$ cat src/rtl/control_hora.sv
`default_nettype none
// ============================================================================
// Module      : control_hora
// Description : Time-keeping controller for an RTC. Periodically reads the
//               seconds/minutes/hours registers over a bus interface, lets the
//               user edit the time with four buttons, and writes the edited
//               time back followed by an automatic read-back.
//
//   Ports
//     reloj            in   system clock, rising edge
//     resetM           in   synchronous active-high reset
//     tick             in   one-cycle periodic refresh request
//     edit_req         in   one-cycle request to enter edit mode
//     commit           in   one-cycle request to write edited time
//     IN_bot_hora[3:0] in   level buttons: 0 right, 1 up, 2 left, 3 down
//     bus_done         in   one-cycle completion strobe from the bus
//     bus_start        out  one-cycle access start strobe
//     READ             out  1 = read access, 0 = write access
//     Selec_Demux_DD   out  3 seg, 4 min, 5 hora, 6 none, 7 edit display
//     Contador_pos_h   out  edit cursor: 0 seg, 1 min, 2 hora
//     enable_cont_hora out  one-cycle step enable for field under cursor
//     cont_dir         out  step direction, 1 = up, 0 = down
//     enable_cont_16   out  high while editing (blink counter enable)
//     busy             out  high in any bus-access state
//     error            out  sticky bus-timeout flag
//
//   Build option
//     CONTROL_HORA_WATCHDOG_EN : when defined, an access state that sees no
//     bus_done for 255 cycles returns to IDLE and sets error. Otherwise
//     accesses wait indefinitely and error is constant 0.
//
// Revision    : 1.0 - initial release
// ============================================================================
module control_hora (
    input  logic       reloj,
    input  logic       resetM,
    input  logic       tick,
    input  logic       edit_req,
    input  logic       commit,
    input  logic [3:0] IN_bot_hora,
    input  logic       bus_done,
    output logic       bus_start,
    output logic       READ,
    output logic [3:0] Selec_Demux_DD,
    output logic [1:0] Contador_pos_h,
    output logic       enable_cont_hora,
    output logic       cont_dir,
    output logic       enable_cont_16,
    output logic       busy,
    output logic       error
);

    localparam logic [2:0] c_st_idle    = 3'd0;
    localparam logic [2:0] c_st_rd_seg  = 3'd1;
    localparam logic [2:0] c_st_rd_min  = 3'd2;
    localparam logic [2:0] c_st_rd_hora = 3'd3;
    localparam logic [2:0] c_st_edit    = 3'd4;
    localparam logic [2:0] c_st_wr_seg  = 3'd5;
    localparam logic [2:0] c_st_wr_min  = 3'd6;
    localparam logic [2:0] c_st_wr_hora = 3'd7;

    logic [2:0] r_state;
    logic [2:0] w_next;
    logic       r_first;      // first cycle after a state change
    logic       r_pend_tick;
    logic       r_pend_edit;
    logic [3:0] r_btn_prev;
    logic [1:0] r_pos;

    logic       w_busy;
    logic       w_is_read;
    logic       w_timeout;
    logic       w_edit_act;
    logic [3:0] w_rise;
    logic       w_act_right;
    logic       w_act_left;
    logic       w_act_up;
    logic       w_act_down;

    assign w_busy    = (r_state != c_st_idle) && (r_state != c_st_edit);
    assign w_is_read = (r_state == c_st_rd_seg) || (r_state == c_st_rd_min) ||
                       (r_state == c_st_rd_hora);

    // Button actions: one per rising edge, fixed priority right > left >
    // up > down. Nothing acts in the commit cycle.
    assign w_edit_act  = (r_state == c_st_edit) && !commit;
    assign w_rise      = IN_bot_hora & ~r_btn_prev;
    assign w_act_right = w_edit_act && w_rise[0];
    assign w_act_left  = w_edit_act && !w_rise[0] && w_rise[2];
    assign w_act_up    = w_edit_act && !w_rise[0] && !w_rise[2] && w_rise[1];
    assign w_act_down  = w_edit_act && !w_rise[0] && !w_rise[2] && !w_rise[1] &&
                         w_rise[3];

    // ------------------------------------------------------------------
    // State register
    // ------------------------------------------------------------------
    always_ff @(posedge reloj) begin
        if (resetM) begin
            r_state <= c_st_idle;
            r_first <= 1'b0;
        end else begin
            r_state <= w_next;
            r_first <= (w_next != r_state);
        end
    end

    // ------------------------------------------------------------------
    // Next-state logic
    // ------------------------------------------------------------------
    always_comb begin
        w_next = r_state;
        case (r_state)
            c_st_idle: begin
                if (edit_req || r_pend_edit) begin
                    w_next = c_st_edit;
                end else if (tick || r_pend_tick) begin
                    w_next = c_st_rd_seg;
                end
            end
            c_st_rd_seg: begin
                if (bus_done)       w_next = c_st_rd_min;
                else if (w_timeout) w_next = c_st_idle;
            end
            c_st_rd_min: begin
                if (bus_done)       w_next = c_st_rd_hora;
                else if (w_timeout) w_next = c_st_idle;
            end
            c_st_rd_hora: begin
                if (bus_done || w_timeout) w_next = c_st_idle;
            end
            c_st_edit: begin
                if (commit) w_next = c_st_wr_seg;
            end
            c_st_wr_seg: begin
                if (bus_done)       w_next = c_st_wr_min;
                else if (w_timeout) w_next = c_st_idle;
            end
            c_st_wr_min: begin
                if (bus_done)       w_next = c_st_wr_hora;
                else if (w_timeout) w_next = c_st_idle;
            end
            c_st_wr_hora: begin
                if (bus_done || w_timeout) w_next = c_st_idle;
            end
            default: w_next = c_st_idle;
        endcase
    end

    // ------------------------------------------------------------------
    // Output logic
    // ------------------------------------------------------------------
    always_comb begin
        bus_start      = 1'b0;
        READ           = 1'b1;
        Selec_Demux_DD = 4'd6;
        busy           = w_busy;
        enable_cont_16 = 1'b0;
        case (r_state)
            c_st_rd_seg: begin
                Selec_Demux_DD = 4'd3;
                bus_start      = r_first;
            end
            c_st_rd_min: begin
                Selec_Demux_DD = 4'd4;
                bus_start      = r_first;
            end
            c_st_rd_hora: begin
                Selec_Demux_DD = 4'd5;
                bus_start      = r_first;
            end
            c_st_wr_seg: begin
                Selec_Demux_DD = 4'd3;
                READ           = 1'b0;
                bus_start      = r_first;
            end
            c_st_wr_min: begin
                Selec_Demux_DD = 4'd4;
                READ           = 1'b0;
                bus_start      = r_first;
            end
            c_st_wr_hora: begin
                Selec_Demux_DD = 4'd5;
                READ           = 1'b0;
                bus_start      = r_first;
            end
            c_st_edit: begin
                Selec_Demux_DD = 4'd7;
                enable_cont_16 = 1'b1;
            end
            default: begin
            end
        endcase
        enable_cont_hora = w_act_up | w_act_down;
        cont_dir         = w_act_up;
    end

    assign Contador_pos_h = r_pos;

    // ------------------------------------------------------------------
    // Pending requests, button edge history and edit cursor
    // ------------------------------------------------------------------
    always_ff @(posedge reloj) begin
        if (resetM) begin
            r_btn_prev  <= 4'd0;
            r_pend_tick <= 1'b0;
            r_pend_edit <= 1'b0;
            r_pos       <= 2'd0;
        end else begin
            r_btn_prev <= IN_bot_hora;

            // Leaving IDLE consumes any pending tick, including the case
            // where edit wins and the refresh is dropped. Completion of the
            // write sequence requests the read-back.
            if ((r_state == c_st_idle) && (w_next != c_st_idle)) begin
                r_pend_tick <= 1'b0;
            end else if (w_busy && (tick || ((r_state == c_st_wr_hora) && bus_done))) begin
                r_pend_tick <= 1'b1;
            end

            if ((r_state == c_st_idle) && (w_next == c_st_edit)) begin
                r_pend_edit <= 1'b0;
            end else if (w_is_read && edit_req) begin
                r_pend_edit <= 1'b1;
            end

            if (r_state == c_st_edit) begin
                if (commit) begin
                    r_pos <= 2'd0;
                end else if (w_act_right) begin
                    r_pos <= (r_pos == 2'd2) ? 2'd0 : r_pos + 2'd1;
                end else if (w_act_left) begin
                    r_pos <= (r_pos == 2'd0) ? 2'd2 : r_pos - 2'd1;
                end
            end
        end
    end

`ifdef CONTROL_HORA_WATCHDOG_EN
    logic [7:0] r_wdog;
    logic       r_error;

    // Counter restarts on every state change, so each access gets its own
    // 255-cycle window; the timeout fires in the 255th cycle.
    assign w_timeout = w_busy && (r_wdog == 8'd254) && !bus_done;
    assign error     = r_error;

    always_ff @(posedge reloj) begin
        if (resetM) begin
            r_wdog  <= 8'd0;
            r_error <= 1'b0;
        end else begin
            if ((w_next != r_state) || !w_busy) begin
                r_wdog <= 8'd0;
            end else begin
                r_wdog <= r_wdog + 8'd1;
            end
            if (w_timeout) begin
                r_error <= 1'b1;
            end
        end
    end
`else
    assign w_timeout = 1'b0;
    assign error     = 1'b0;
`endif

endmodule
`default_nettype wire

$ cat config.mk
export PLATFORM = sky130hd
export DESIGN_NAME = control_hora
export DESIGN_NICKNAME = d
export VERILOG_FILES = /design/src/rtl/control_hora.sv
export SDC_FILE = /design/constraint.sdc
export NUM_CORES = 1
export LEC_CHECK = 0
export ABC_CLOCK_PERIOD_IN_PS = 3050
export BUFFER_PORTS_ARGS = -buffer_cell sky130_fd_sc_hd__buf_2
export CAP_MARGIN = 20
export CORE_MARGIN = 3
export CORE_UTILIZATION = 50
export DETAILED_ROUTE_END_ITERATION = 7
export GPL_TIMING_DRIVEN = 0
export MAX_ROUTING_LAYER = met4
export PLACE_DENSITY_LB_ADDON = 0.25
export SYNTH_ARGS = -nofsm -noshare
export SYNTH_HDL_FRONTEND = slang
export SYNTH_SLANG_ARGS = --single-unit
$ cat constraint.sdc
create_clock -name reloj -period 3.05 [get_ports reloj]
set_clock_uncertainty 0.2 [all_clocks]
set_input_delay 0.1525 -clock reloj [delete_from_list [all_inputs] [get_ports reloj]]
set_output_delay 0.1525 -clock reloj [all_outputs]
set_load 0.02 [all_outputs]
==> results <==
- The run finished with clean final reports.
- Setup violations remaining at the end of the flow were counted as 0.
- The die is between 40 and 50 µm wide.
- The worst register-to-register path ends at r_pend_tick.
- The reported net switching power is between 0.3 and 0.4 mW.
- Data arrives at the worst endpoint at roughly 2.2 ns.
- The initial DRC count is 28.
- In the global route stage, overall resource usage came out at between 20 and 25%.
- In this run the number of H-tree levels came out at 1.
- Of all cell types, the one taking the most synthesized area is dfxtp_1.
- The class of the tightest hold or removal check is in -> reg.
- Buffers placed on the I/O ports in this run total 20.
- Entering global routing, the biggest net connects 11 pins.
- The startpoint of the most critical hold path is edit_req.
- The worst-case setup margin in the final layout is about 0.55 ns.
- The leakage power summed over all cells is slightly above 0.5 nW.
- The master cell of the clock root buffer is clkbuf_4.
- Detailed placement ended at an HPWL of 1.43 mm.
- The post-detailed-route DRC marker count is 0.
- Routability-driven placement finished with a final weighted congestion of just under 0.9.
- The wire length of the first global-routing pass is 3.19 mm.
- STA classifies the critical path endpoint as an output port.
- The clock insertion delay at the later pin of the skew report is 0.28 ns.
- In this run, post-CTS repair resized a total of 0 instances.
- The number of clock buffers inserted by TritonCTS is 3.
- The detailed-route via count is 848.
- The count of flip-flops with a built-in enable after synthesis is 0.
- The number of hold-slack violations in the final timing report was 0.
- The site row count is 14.
- The kind of critical path is reg -> out.
- In this run the standard cell core region covers ~0.0016 mm².
- Measured along the y axis, the die boundary spans roughly 47 µm.
- Using the TritonRoute via totals, the vias-per-cell ratio works out to about 5.6.
- The number of antenna violations at the first check in global routing came to 0.
- The most used flip-flop cell after synthesis is dfxtp_1.
- The clock net in this run drives a total of 12 sinks.
- Of the available clock period, the critical path in the final layout requires 82.1%.
- The initial standard-cell utilization of the core is 54.8%.
- Summing all placed instances gives a cell area of approximately 980 µm².
- After synthesis, the largest area contributor takes up about 28% of total cell area.
- The worst path in the final design needs a cycle of roughly 2.5 ns, including I/O delays and setup.
- The total power consumption of the routed design is between 0.7 and 0.8 mW.
- Setup repair after global routing left no endpoint under its margin.
- Max-cap violations in this run came to 0.
- The post-synthesis average cell area is 8.06 µm².
- The number of slew-limit violations in the final report came to 0.
- No sink is reached through more buffers than the 2 on the longest clock path.
- The switching share of power is between 40% and 50%.
- The number of instances on the worst hold path is 3.
- The repair_antennas step left the layout with diodes totalling 0.
- Counting distinct cell types in the post-synthesis netlist gives 35.
- Pin placement for this block handled 23 I/O pins.
- After clock tree synthesis, the clock-pin slew on the worst setup and hold paths is 0.08 ns.
- Sorting the synthesized cells by area gives the leading types as dfxtp_1 (28%), ha_1 (15%), nor2b_1 (6.6%).
- The number of cells produced by synthesis is between 100 and 150.
- The critical path startpoint category is a flip-flop.
- At the end of the flow, the number of nets in the layout was between 150 and 200.
- The first detailed-routing pass took 7 iterations.
- The worst register-to-register path has a setup slack of 0.60 ns.
- The path with the worst hold slack has its endpoint at r_pend_edit.
- The aggregate negative setup slack is 0 ns.
- The post-synthesis instance area is about 850 µm².
- The layout-stage area growth over the synthesis result is 24.6%.
- The share of synthesized flip-flops with an asynchronous set or reset is 0%.
- TritonCTS built the clock tree.
- Static timing analysis puts the maximum clock frequency at 399 MHz.
- The Yosys warning count is 0.
- The routed design has between 1.5 and 2 mm of wire.
- Summing all non-filler instances in the final layout gives an area of about 0.0011 mm².
- Once detail routing completed, the nets flagged for antenna violations numbered 0.
- The count of fill cells added during filler insertion is 130.
- Measured in cells, the most critical reg-to-reg path has a length of 8.
- Cells with a size suffix above 1 make up about 22% of the layout.
- The internal power summed over all cells is 0.412 mW.
- Across the VDD grid, the largest voltage drop is roughly 0.46 mV.
- The global route total overflow is 0.
- STA puts the critical path data required time at 2.70 ns.
- The combinational share of power is a little over half.
- The number of global-route vias before repair is around 740.
- The share of total power dissipated in the clock network is ~18%.
- Sequential cells were found to cover 28.1% of the synthesized design area.
- The areal power density over the cells is 690 mW/mm².
- Buffers added to address setup during post-CTS repair amount to 0.
- After detailed routing, the average wire length per cell comes to 13.0 µm.
- In this run, synthesis produced a sequential element count of 12.
- The critical-path maximum fanout is 9.
- The worst setup slack before clock tree synthesis is between 0.6 and 0.7 ns.
- In this run the critical register-to-register path is launched from r_state[0].
- Of the total power, registers draw 28.7%.
- The die footprint is roughly 0.0022 mm².
==> cell families (layout without fill, tap and decap cells) <==
kind of cell,count (synthesis),after routing,share of synthesized area [%]
muxes,2,2,2.49
other,1,2,0.439
adders and majority gates,10,10,14.6
buffers and inverters,13,42,7.03
and+or+nand+nor,44,44,27.4
AOI/OAI and AO/OA,24,24,19.9
DFF,12,12,28.1
==> state kept, by name (all words and copies together) (netlist names) <==
register and cells:
r_pend_tick 1, r_btn_prev 4, r_state 3, r_first 1
Contador_pos_h 2, r_pend_edit 1
==> final cells by class <==
class / instances / area (µm²) / area share, %
Buffer: 4 / 26.3 / 2.47
Multi-Input combinational cell: 82 / 558 / 52.4
Sequential cell: 12 / 240 / 22.6
Timing Repair Buffer: 25 / 150 / 14.1
Inverter: 9 / 33.8 / 3.17
Clock buffer: 4 / 36.3 / 3.41
Tap cell: 16 / 20.0 / 1.88
==> how the worst max path moves through the flow <==
stage / from / endpoint / slack, ns
after floorplan: r_state[0] / r_pend_tick / 0.94
after global placement: r_state[0] / r_pend_tick / 0.67
after detailed placement: r_state[0] / r_pend_tick / 0.66
after CTS: r_state[0] / Selec_Demux_DD[1] / 0.56
after global routing: r_state[0] / Selec_Demux_DD[1] / 0.36
final: r_state[0] / Selec_Demux_DD[1] / 0.55
==> power groups by stage <==
stage / Sequential (mW) / Combinational (mW) / Clock, mW
final: 0.211 / 0.395 / 0.129
after global routing: 0.214 / 0.443 / 0.138
after CTS: 0.211 / 0.393 / 0.128
after detailed placement: 0.214 / 0.385 / 0
after global placement: 0.213 / 0.378 / 0
after floorplan: 0.207 / 0.292 / 0
==> per-stage QoR <==
stage          cells  utilization (%)  hold slack [ns]
6_report         152             68.3           0.0114
5_1_grt          152             68.3           0.0435
4_1_cts          152             68.3           0.0210
3_5_place_dp     143             62.8            0.145
3_3_place_gp     143             62.8            0.140
2_1_floorplan    107                -           0.0241
==> critical path: stages, from the launching register on <==
cell     delay, ns
dfxtp_1       0.52
inv_1         0.17
ha_1          0.29
nand2_1       0.21
inv_1         0.15
or3_1         0.36
buf_2         0.16
==> synthesized netlist by cell type, drive strengths merged, types with 2 or more instances <==
cell type,instances
dfxtp,12
nor2,12
o21ai,5
a32oi,2
buf,3
a21oi,4
nand4,2
a31oi,2
inv,9
nor2b,9
or3,4
nand2b,2
ha,10
nand2,7
o22ai,2
nor3,3
==> per-layer routing <==
layer	part of all wire [%]	vias to the layer above	track usage (%)
li1	-	434	-
met1	46	364	26.6
met2	46	46	31.0
met3	6.8	4	5.75
met4	0.66	0	6.08
met5	0	-	-
==> repair_timing <==
item                                    in CTS  in global routing
hold buffers                                 5                  0
endpoints found under the hold margin        4                  0
endpoints found under the setup margin       0                  0
==> cell usage in the layout, fill, tap and decap left out, types with 3 or more instances in the layout <==
master / Yosys / routed
a21oi_1: 4 / 4
dlygate4sd3_1: 0 / 5
or3_1: 4 / 4
buf_2: 0 / 20
nor2b_1: 9 / 9
nor2_1: 12 / 12
o21ai_0: 5 / 5
nand2_1: 7 / 7
buf_4: 3 / 3
dfxtp_1: 12 / 12
inv_1: 9 / 9
clkbuf_4: 0 / 3
ha_1: 10 / 10
Note: power is estimated with default switching activity, not from simulation.
